[src/rtl/video_timer_gen.sv]
// Parametrised raster timer: sync/blank generation, pixel-load strobe and framebuffer
// address, with phase-lock status, tear-free page select and a vertical-blank interrupt.
module video_timer_gen #(
    parameter int unsigned H_VISIBLE     = 128,
    parameter int unsigned H_TOTAL       = 168,
    parameter int unsigned H_SYNC_START  = 131,
    parameter int unsigned H_SYNC_END    = 147,
    parameter int unsigned V_VIS_START   = 42,
    parameter int unsigned V_VIS_END     = 725,
    parameter int unsigned V_TOTAL       = 806,
    parameter int unsigned V_SYNC_START  = 771,
    parameter int unsigned V_SYNC_END    = 776,
    parameter int unsigned PIXEL_LATENCY = 1,
    parameter int unsigned LINE_REPEAT   = 2,
    parameter int unsigned ADDR_W        = 22,
    parameter logic [ADDR_W-1:0] SCREEN_BASE = 22'h3FA700,
    parameter logic [ADDR_W-1:0] ALT_OFFSET  = 22'h8000
) (
    input  logic              clk,
    input  logic              _reset,
    input  logic              clk_en,
    input  logic [1:0]        busCycle,
    input  logic              vid_alt,
    output logic [ADDR_W-1:0] videoAddr,
    output logic              hsync,
    output logic              vsync,
    output logic              _hblank,
    output logic              _vblank,
    output logic              loadPixels,
    output logic              locked,
    output logic              vblank_irq
);

    localparam int unsigned XW = $clog2(H_TOTAL);
    localparam int unsigned YW = $clog2(V_TOTAL);
    localparam int unsigned RW = (LINE_REPEAT > 1) ? $clog2(LINE_REPEAT) : 1;

    localparam logic [XW-1:0] X_LAST     = XW'(H_TOTAL - 1);
    localparam logic [XW-1:0] X_HS_START = XW'(H_SYNC_START + PIXEL_LATENCY);
    localparam logic [XW-1:0] X_HS_END   = XW'(H_SYNC_END + PIXEL_LATENCY);
    localparam logic [XW-1:0] X_HB_START = XW'(H_VISIBLE + PIXEL_LATENCY);

    localparam logic [YW-1:0] Y_LAST      = YW'(V_TOTAL - 1);
    localparam logic [YW-1:0] Y_VIS_START = YW'(V_VIS_START);
    localparam logic [YW-1:0] Y_VIS_END   = YW'(V_VIS_END);
    localparam logic [YW-1:0] Y_VS_START  = YW'(V_SYNC_START);
    localparam logic [YW-1:0] Y_VS_END    = YW'(V_SYNC_END);

    localparam logic [RW-1:0]     R_LAST    = RW'(LINE_REPEAT - 1);
    localparam logic [ADDR_W-1:0] LINE_STEP = ADDR_W'(H_VISIBLE / 2);

    logic [XW-1:0]     xpos;
    logic [YW-1:0]     ypos;
    logic              page_sel;
    logic [ADDR_W-1:0] line_base;
    logic [RW-1:0]     rep_cnt;

    logic              endline;
    logic              frame_end;
    logic              vis_line;
    logic              x_hold;
    logic [ADDR_W-1:0] word_off;

    // Raster position decode; xpos waits at 0 until the bus sequencer is at phase 0.
    always_comb begin
        endline   = (xpos == X_LAST);
        frame_end = endline && (ypos == Y_LAST);
        vis_line  = (ypos >= Y_VIS_START) && (ypos <= Y_VIS_END);
        x_hold    = (xpos == '0) && (busCycle != 2'd0);
        word_off  = ADDR_W'({xpos[XW-1:2], 1'b0});
    end

    always_ff @(posedge clk or negedge _reset) begin
        if (!_reset) begin
            xpos       <= '0;
            ypos       <= '0;
            hsync      <= 1'b1;
            vsync      <= 1'b1;
            locked     <= 1'b0;
            vblank_irq <= 1'b0;
            page_sel   <= 1'b0;
            line_base  <= '0;
            rep_cnt    <= '0;
        end else begin
            // Interrupt is a single clk wide regardless of clk_en duty cycle.
            vblank_irq <= clk_en && endline && (ypos == Y_VIS_END);
            if (clk_en) begin
                hsync <= !((xpos >= X_HS_START) && (xpos <= X_HS_END));
                vsync <= !((ypos >= Y_VS_START) && (ypos <= Y_VS_END));
                if (endline) begin
                    xpos <= '0;
                end else if (!x_hold) begin
                    xpos <= xpos + XW'(1);
                end
                if ((xpos == '0) && !x_hold) begin
                    locked <= 1'b1;
                end
                if (endline) begin
                    ypos <= frame_end ? '0 : ypos + YW'(1);
                    // Page and row base only move at the frame wrap, so no tearing.
                    if (frame_end) begin
                        page_sel  <= vid_alt;
                        line_base <= '0;
                        rep_cnt   <= '0;
                    end else if (vis_line) begin
                        if (rep_cnt == R_LAST) begin
                            rep_cnt   <= '0;
                            line_base <= line_base + LINE_STEP;
                        end else begin
                            rep_cnt <= rep_cnt + RW'(1);
                        end
                    end
                end
            end
        end
    end

    // Blanking, load strobe and address are decoded directly from the counters.
    always_comb begin
        _hblank    = (xpos < X_HB_START);
        _vblank    = vis_line;
        loadPixels = _hblank && _vblank && (busCycle == 2'd0);
        videoAddr  = SCREEN_BASE - (page_sel ? '0 : ALT_OFFSET) + line_base + word_off;
    end

endmodule

[config.mk]
export PLATFORM = sky130hd
export DESIGN_NAME = video_timer_gen
export DESIGN_NICKNAME = d
export VERILOG_FILES = /design/src/rtl/video_timer_gen.sv
export SDC_FILE = /design/constraint.sdc
export NUM_CORES = 1
export LEC_CHECK = 0
export ABC_CLOCK_PERIOD_IN_PS = 3430
export CORE_ASPECT_RATIO = 1.25
export CORE_MARGIN = 4
export CORE_UTILIZATION = 30
export CTS_CLUSTER_SIZE = 12
export DETAILED_ROUTE_END_ITERATION = 8
export DONT_BUFFER_PORTS = 1
export GPL_ROUTABILITY_DRIVEN = 0
export GPL_TIMING_DRIVEN = 0
export PLACE_DENSITY = 0.54
export SETUP_SLACK_MARGIN = 0.3
export SLEW_MARGIN = 20
export SYNTH_ARGS = -nofsm -noshare
export SYNTH_HDL_FRONTEND = slang
export SYNTH_SLANG_ARGS = --single-unit
[constraint.sdc]
create_clock -name clk -period 3.43 [get_ports clk]
set_clock_uncertainty 0.2 [all_clocks]
set_input_delay 0.686 -clock clk [delete_from_list [all_inputs] [get_ports clk]]
set_output_delay 0.686 -clock clk [all_outputs]
set_load 0.02 [all_outputs]
==> results of run 1 <==
power groups by stage:
| stage | Clock [mW] | Combinational [mW] | Sequential (mW) |
|---|---|---|---|
| final | 0.499 | 0.200 | 0.587 |
| after global routing | 0.535 | 0.232 | 0.598 |
| after CTS | 0.510 | 0.205 | 0.588 |
| after detailed placement | 0 | 0.191 | 0.595 |
| after global placement | 0 | 0.187 | 0.593 |
| after floorplan | 0 | 0.168 | 0.576 |
flip-flops by register name (all words and copies together) (netlist names):
name and flops:
line_base 16, ypos 10, xpos 8, hsync 1, locked 1, page_sel 1
rep_cnt 1, vblank_irq 1, vsync 1
per-stage QoR:
stage	instances	power [mW]	setup WS [ns]	cell area (um2)
after global routing	459	1.37	0.0920	3250
after detailed placement	446	0.786	0.118	2980
after floorplan	323	0.744	0.356	2830
final	459	1.29	0.195	3250
after CTS	458	1.30	0.149	3220
after global placement	446	0.779	0.114	2980
worst max path at each step:
stage,slack (ns),depth (start not counted),to
2_1_floorplan,0.36,6,videoAddr[21]
3_3_place_gp,0.11,6,videoAddr[21]
3_5_place_dp,0.12,6,videoAddr[21]
4_1_cts,0.15,6,videoAddr[21]
5_1_grt,0.09,6,videoAddr[21]
6_report,0.19,6,videoAddr[21]
worst reg2reg max path, cell delays in order, from the launching register on:
cell	delay, ns
dfrtp_1	0.45
inv_1	0.12
ha_1	0.21
nor3_1	0.17
o311a_1	0.31
and3b_1	0.22
o21ai_0	0.67
o22ai_1	0.16
cell families after synthesis:
logic type,Yosys count,share of synthesized area [%]
flip-flops,40,35.5
AND/OR/NAND/NOR,118,23.6
adder cells (fa/ha/maj),10,4.42
buffers and inverters,43,6.50
multiplexers,11,4.02
XOR/XNOR,20,6.19
AO/OA/AOI/OAI,80,19.7
other,1,0.132
layout by cell type (no fill, tap or decap), types with 3 or more instances in the layout:
| cell | instances |
|---|---|
| mux2i_1 | 8 |
| o211ai_1 | 13 |
| nand2_1 | 28 |
| buf_2 | 8 |
| clkbuf_16 | 5 |
| nand3_1 | 15 |
| nor2_1 | 16 |
| inv_1 | 16 |
| xor2_1 | 4 |
| a21oi_1 | 11 |
| a221oi_1 | 7 |
| mux2_2 | 3 |
| buf_4 | 7 |
| nand4_1 | 9 |
| clkbuf_1 | 15 |
| o22ai_1 | 6 |
| a211oi_1 | 5 |
| and3_1 | 7 |
| and4_1 | 5 |
| o21ai_0 | 18 |
| ha_1 | 9 |
| nor3_1 | 9 |
| and2_1 | 7 |
| dfrtp_1 | 36 |
| xnor2_1 | 14 |
metal layers:
layer  GRT usage [%]  up-vias  wire length, um
met2            25.5       56             3810
met1            16.6     1220             3200
li1                -     1200                -
met4            5.00        0               85
met5               0        -                0
met3            2.38        9              316
layout make-up:
| class | count | area (um2) |
|---|---|---|
| well taps | 123 | 154 |
| plain buffers | 26 | 120 |
| fillers | 992 | 5920 |
| flip-flops and latches | 40 | 1010 |
| multi-input cells | 240 | 1700 |
| clock buffers | 8 | 156 |
| inverters | 17 | 63.8 |
| repair buffers | 5 | 50.0 |
what timing repair did:
| action | CTS | global route |
|---|---|---|
| endpoints found under the setup margin | 6 | 5 |
| pin swaps | 3 | 3 |
| hold buffers | 1 | 0 |
| hold endpoints to repair | 38 | 0 |
| gates resized for setup | 9 | 3 |
| buffers inserted | 3 | 1 |
==> impl_summary.md, run 1 <==
Setup path
The family of cells with the greatest summed delay on the critical path is simple AND/OR/NAND/NOR gates. The startpoint-to-endpoint class of the critical path is reg -> out. The beginning of the critical path is xpos[7]. Traced cell by cell, the critical path runs through ha_4, a2111oi_4, o21ai_2, or4_4, nor3_4, xor2_4. Of all nets on the critical path, the largest fanout is 4.

The sort of element at the start of the critical path is a register. The buffer and inverter count on the worst path is 0. The minimum setup slack among reg-to-reg paths is 0.74 ns. The arrival time of the worst setup path is 2.35 ns. On the worst path, the slowest cell contributes a delay of 0.46 ns.

The number of cells on the worst reg-to-reg path is 7. In this run the critical register-to-register path is captured at line_base[9]. The slowest stage of the critical path belongs to the cell or4_4. STA classifies the critical path endpoint as an output pin. The origin of the critical flop-to-flop path is ypos[0]. STA puts the critical path data required time at 2.54 ns.

Floorplanning
In this run the vertical extent of the chip is 117 um. 35 I/O pins were placed. The die is 94.9 um wide.

The core region is 9170 um2. The floorplan step defined a die boundary enclosing 11100 um2. The number of standard-cell rows in the floorplan is 39. The starting utilization of the core area is 30.9%.

Place
The total half-perimeter wirelength after legalization and detailed placement is 5130 um. The count of input and output buffers is 0.

Finish
After the last flow step, the layout net total stands at 351. The share of layout cells above drive strength 1 is 13.4%. The repair_antennas step left the layout with diodes totalling 0. Once layout is complete, the utilization of the core stands at 35.5%. The area growth from synthesis to layout is 15.0%.

Clock network
The clock edge transition at the registers on the reported setup and hold paths is 0.06 ns. The root cell of the clock tree is clkbuf_16. TritonCTS built the clock tree.

The number of buffers added by the clock tree synthesis step is 5. The clock passes through at most 2 buffers. At the later pin of the worst-skew pair, clock insertion delay measures 0.29 ns. The number of levels the H-tree was split into is 2.

Counting every sink on the clock net gives 40.

Pwr
The share of power burned in the clock network is 38.8%. The share of total power dissipated in sequential elements is 45.6%. Of the total power, the share spent switching nets is 29.2%. IR analysis of the VDD net gives a maximum drop of 0.167 mV. The switching power of the nets is 375 uW. The power density over the cells is 395 nW/um2. Internal power comes to 911 uW.

The share of power burned in combinational logic is 15.5%. The analysis attributes to cell leakage a power of 1.28 nW.

Synth
Yosys mapped a number of flops with a built-in enable equal to 0. Yosys printed 0 warnings. The cell area after synthesis is 2830 um2. The commonest cells after synthesis are 38 x dfrtp_1, 28 x nand2_1, 19 x o21ai_0, 16 x inv_1, 16 x nor2_1.

The synthesized design spends more area on one cell type than any other, namely dfrtp_1. The most frequent cell after synthesis is dfrtp_1. The number of synthesized register bits is 40. Of all flip-flops after synthesis, the portion carrying an async set or reset was 100%. The proportion of synthesized chip area in sequential cells is 35.5%. In this run the mean area of a mapped cell was 8.76 um2.

The dominant register cell in the synthesized netlist is dfrtp_1. The share of synthesized area in the top cell type comes to 33.6%. In the synthesized netlist, the number of instances is 323. The number of nets in the synthesized netlist is 339.

Sorting the synthesized cells by area gives the leading types as dfrtp_1 34%, ha_1 4.4%, xnor2_1 4.3%. Synthesis instantiated 59 different standard cells from the library.

Routing
The detailed router's first-iteration violation count is 107. In the final routed layout, each cell accounts on average for 16.1 um. The number of vias after detailed routing is 2485.

Using the TritonRoute via totals, the vias-per-cell ratio works out to 5.41. Once detail routing completed, the nets flagged for antenna violations numbered 0. After detailed routing, the total wire length is 7410 um.

In the routed design, unresolved DRC markers number 0. The first TritonRoute pass finished after 4 iterations.

Timing
For the finished layout, the period the worst path requires is 3.24 ns. The final hold slack is 0.0432 ns. Setup repair after global routing could not meet its margin everywhere.

The setup violation total in the final timing report is 0. At the pin with the least slew margin, the transition time is 0.917 ns. The final-report max-slew violation count was 0.

In this run the tightest slew margin relative to its limit is 38.3%. The maximum clock rate is 0.309 GHz. The fraction of the cycle the final worst path needs is 94.3%. The count of endpoints failing hold in the final timing report is 0. Summed over all failing endpoints, the final setup total negative slack is 0 ns.

Min path
The worst hold path class is in -> async.

Global route
The wire length of the first global-routing pass is 12400 um. The number of global-route vias before repair is 2528. The initial antenna violation count is 0. For this run the aggregate overflow at the end of global routing stands at 0. For this run, the total global-route usage over all layers was measured as 14.1%. The pin count of the biggest net entering global routing is 39.

Run
The max-cap violation count is 0.

Outcome
The flow ran to the end, and the final reports show no timing, DRC or antenna violations.
Note: power is estimated with default switching activity, not from simulation.
==> run 2, diff against run 1 <==
CORE_ASPECT_RATIO = 2   (was 1.25)
==> impl_summary.md, run 2 (synthesis gave the netlist of run 1 again) <==
Outcome
Status: finished clean (unchanged).

Pwr
The share of power burned in combinational logic is 16.0% (was 15.5%). The sequential fraction of design power is 46.6% (was 45.6%). The power density over the cells is 388 nW/um2 (was 395 nW/um2).

The overall power of the completed layout is 1.26 mW (was 1.29 mW). The internal power contribution is 869 uW (was 911 uW). The switching power share of the total is 31.2% (was 29.2%). The switching power of the nets is 394 uW (was 375 uW).

The leakage power of the design is 1.30 nW (was 1.28 nW). The largest voltage drop on the vdd net came to 0.241 mV (was 0.167 mV). The share of power burned in the clock network was 37.4% (was 38.8%).

Routing
The DRC violation count after routing is 0 (unchanged). The detailed router's first-iteration violation count was 177 (was 107). The routed wire length on met3 is 324 um (was 316 um). The top routing layer in use is met4 (unchanged). The wire length the detailed router placed on met1 is 2790 um (was 3200 um). The wire length on met2 is 4400 um (was 3810 um). The per-cell via count in the routed design is 5.66 (was 5.41). The number of vias after detailed routing is 2497 (was 2485). The detailed-router iteration count before antenna repair was 5 (was 4). The number of antenna-violating nets in the routed design is 0 (unchanged). The average detailed-routed wire length per instance is 17.5 um (was 16.1 um).

The total wire length after detailed routing came to 7720 um (was 7410 um).

Finish
The antenna diode instance count is 0 (unchanged). The share of layout cells above drive strength 1 came to 14.7% (was 13.4%). The area growth from synthesis to layout is 15.0% (about the same).

The total number of nets in the final design is 354 (was 351). Commonest cells after routing, fill and taps aside: 36 x dfrtp_1, 28 x nand2_1, 19 x o21ai_0 (was 36 x dfrtp_1, 28 x nand2_1, 18 x o21ai_0). The register ranked first by flip-flop count is line_base (unchanged).

The most common library cell in the layout ignoring fill and taps is dfrtp_1 (unchanged). Largest registers ranked by flip-flop count: line_base: 16 flops, ypos: 10 flops, xpos: 8 flops (unchanged). The final cell utilization of the core came to 35.6% (was 35.5%).

The flip-flop count of the largest register after layout is 16 (unchanged).

Timing
The final-report max-slew violation count is 0 (unchanged). The fraction of the cycle the final worst path needs is 94.6% (was 94.3%). The summed negative setup slack over all endpoints is 0 ns (unchanged). The maximum clock rate came to 0.308 GHz (was 0.309 GHz). The slew at the pin closest to its max-slew limit is 0.969 ns (was 0.917 ns). The setup violation total in the final timing report was 0 (unchanged).

The final period demand of the worst path is 3.24 ns (about the same). Setup repair after global routing missed its margin: true (unchanged). The count of endpoints failing hold in the final timing report came to 0 (unchanged). The normalized max-slew margin is 34.8% (was 38.3%).

Global route
The number of global-route vias before repair is 2580 (was 2528). The total congestion overflow is 0 (unchanged). The pin count of the biggest net entering global routing is 39 (unchanged). The total routing usage reported by global routing was 14.1% (about the same).

The wire length of the first global-routing pass came to 12700 um (was 12400 um). The initial antenna violation count is 0 (unchanged).

Clock network
The number of buffers added by the clock tree synthesis step is 5 (unchanged). The number of levels the H-tree was split into came to 2 (unchanged). The deepest clock path buffer count came to 2 (unchanged). The root cell of the clock tree is clkbuf_16 (unchanged). The insertion delay of the later-clocked pin in the worst-skew pair is 0.29 ns (about the same). The number of clock sinks seen by CTS is 40 (unchanged). The clock tree from TritonCTS is built (unchanged). The clock edge transition at the registers on the reported setup and hold paths is 0.07 ns (was 0.06 ns).

Floorplanning
The starting utilization of the core area was 31.0% (was 30.9%). The number of top-level pins is 35 (unchanged). The height of the chip was 145 um (was 117 um). The total core area is 9140 um2 (was 9170 um2).

The number of standard-cell rows in the floorplan is 49 (was 39). The die span in x is 76.7 um (was 94.9 um). The area of the die was 11100 um2 (about the same).

Place
The total half-perimeter wirelength after legalization and detailed placement is 5610 um (was 5130 um). The count of input and output buffers is 0 (unchanged).

Setup path
The peak fanout along the critical path is 3 (was 4). The longest individual stage delay on the worst path was 0.46 ns (about the same). The library cell contributing the largest single delay on the critical path is or4_4 (unchanged).

The worst path required time is 2.54 ns (about the same). The startpoint-to-endpoint class of the critical path is reg -> out (unchanged). The endpoint class of the critical path is an output pin (unchanged). Cell chain of the critical path: ha_4, a2111oi_4, o21ai_2, or4_4, nor3_4, xor2_4 (unchanged). The arrival time of the worst setup path came to 2.36 ns (was 2.35 ns). The sort of element at the start of the critical path is a register (unchanged). The depth of the worst register-to-register path is 7 (unchanged).

Min path
The worst hold path class is in -> async (unchanged).

Run
The max-cap violation count is 0 (unchanged).
run 2: cell count changes in the layout (fill, tap and decap cells not counted):
cell / before / now
nand2b_2: 0 / 1
o21ai_1: 1 / 0
o21ai_0: 18 / 19
xnor2_4: 0 / 1
nand2b_4: 1 / 0
buf_4: 7 / 9
clkbuf_1: 15 / 14
clkinv_4: 0 / 1
buf_6: 0 / 1
xnor2_1: 14 / 13
clkinv_2: 0 / 2
clkbuf_8: 2 / 0
run 2: area by class of cell:
class,count,area [um2]
buffer,26,120
clock buffer,5,125
clock inverter,3,18.8
fill,940,5880
inverter,17,63.8
multi-input combinational,240,1720
sequential,40,1010
tap,102,128
timing repair buffer,8,76.3
run 2: power by group through the flow:
stage | sequential, mW | clock [mW] | combinational (mW)
after CTS | 0.589 | 0.490 | 0.206
after global placement | 0.596 | 0 | 0.190
final | 0.589 | 0.472 | 0.201
after floorplan | 0.576 | 0 | 0.168
after global routing | 0.598 | 0.507 | 0.228
after detailed placement | 0.597 | 0 | 0.193
run 2: worst paths after layout:
check / startpoint / end / slack [ns]
worst max-delay path: xpos[7] / videoAddr[21] / 0.19
worst min-delay path: _reset / line_base[7] / 0.02
worst max register to register: ypos[0] / rep_cnt / 0.73
worst min register to register: ypos[7] / ypos[7] / 0.35
max in group asynchronous: _reset / xpos[7] / 2.78
min in group clk: vid_alt / page_sel / 0.35
run 2: timing repair:
action                                  in CTS  in global routing
endpoints found under the setup margin       7                  6
buffers inserted                             6                  1
cloned                                       0                  0
pin swaps                                    4                  4
endpoints found under the hold margin       38                  0
hold buffers                                 1                  0
gates resized for setup                      9                  4
run 2: per-layer routing:
metal / vias to the layer above / GRT usage, %
met3: 11 / 2.42
li1: 1201 / -
met5: - / 0
met4: 0 / 7.35
met2: 70 / 27.8
met1: 1215 / 13.3
run 2: worst max-delay path, delay by kind of cell (launching register included):
family          cells  cell delay [ns]
simple gates        2             0.73
fa+ha+maj           1             0.18
compound gates      2             0.48
flops               1             0.44
xor+xnor            1             0.24
run 2: metrics by stage:
| stage | area, um2 | cells | setup slack, ns | hold WS [ns] |
|---|---|---|---|---|
| 6_report | 3260 | 441 | 0.186 | 0.0241 |
| 5_1_grt | 3260 | 441 | 0.0445 | 0.0210 |
| 4_1_cts | 3220 | 440 | 0.106 | 0.0237 |
| 3_5_place_dp | 2960 | 425 | 0.00704 | 0.192 |
| 3_3_place_gp | 2960 | 425 | 0.0205 | 0.192 |
| 2_1_floorplan | 2830 | 323 | 0.356 | 0.190 |
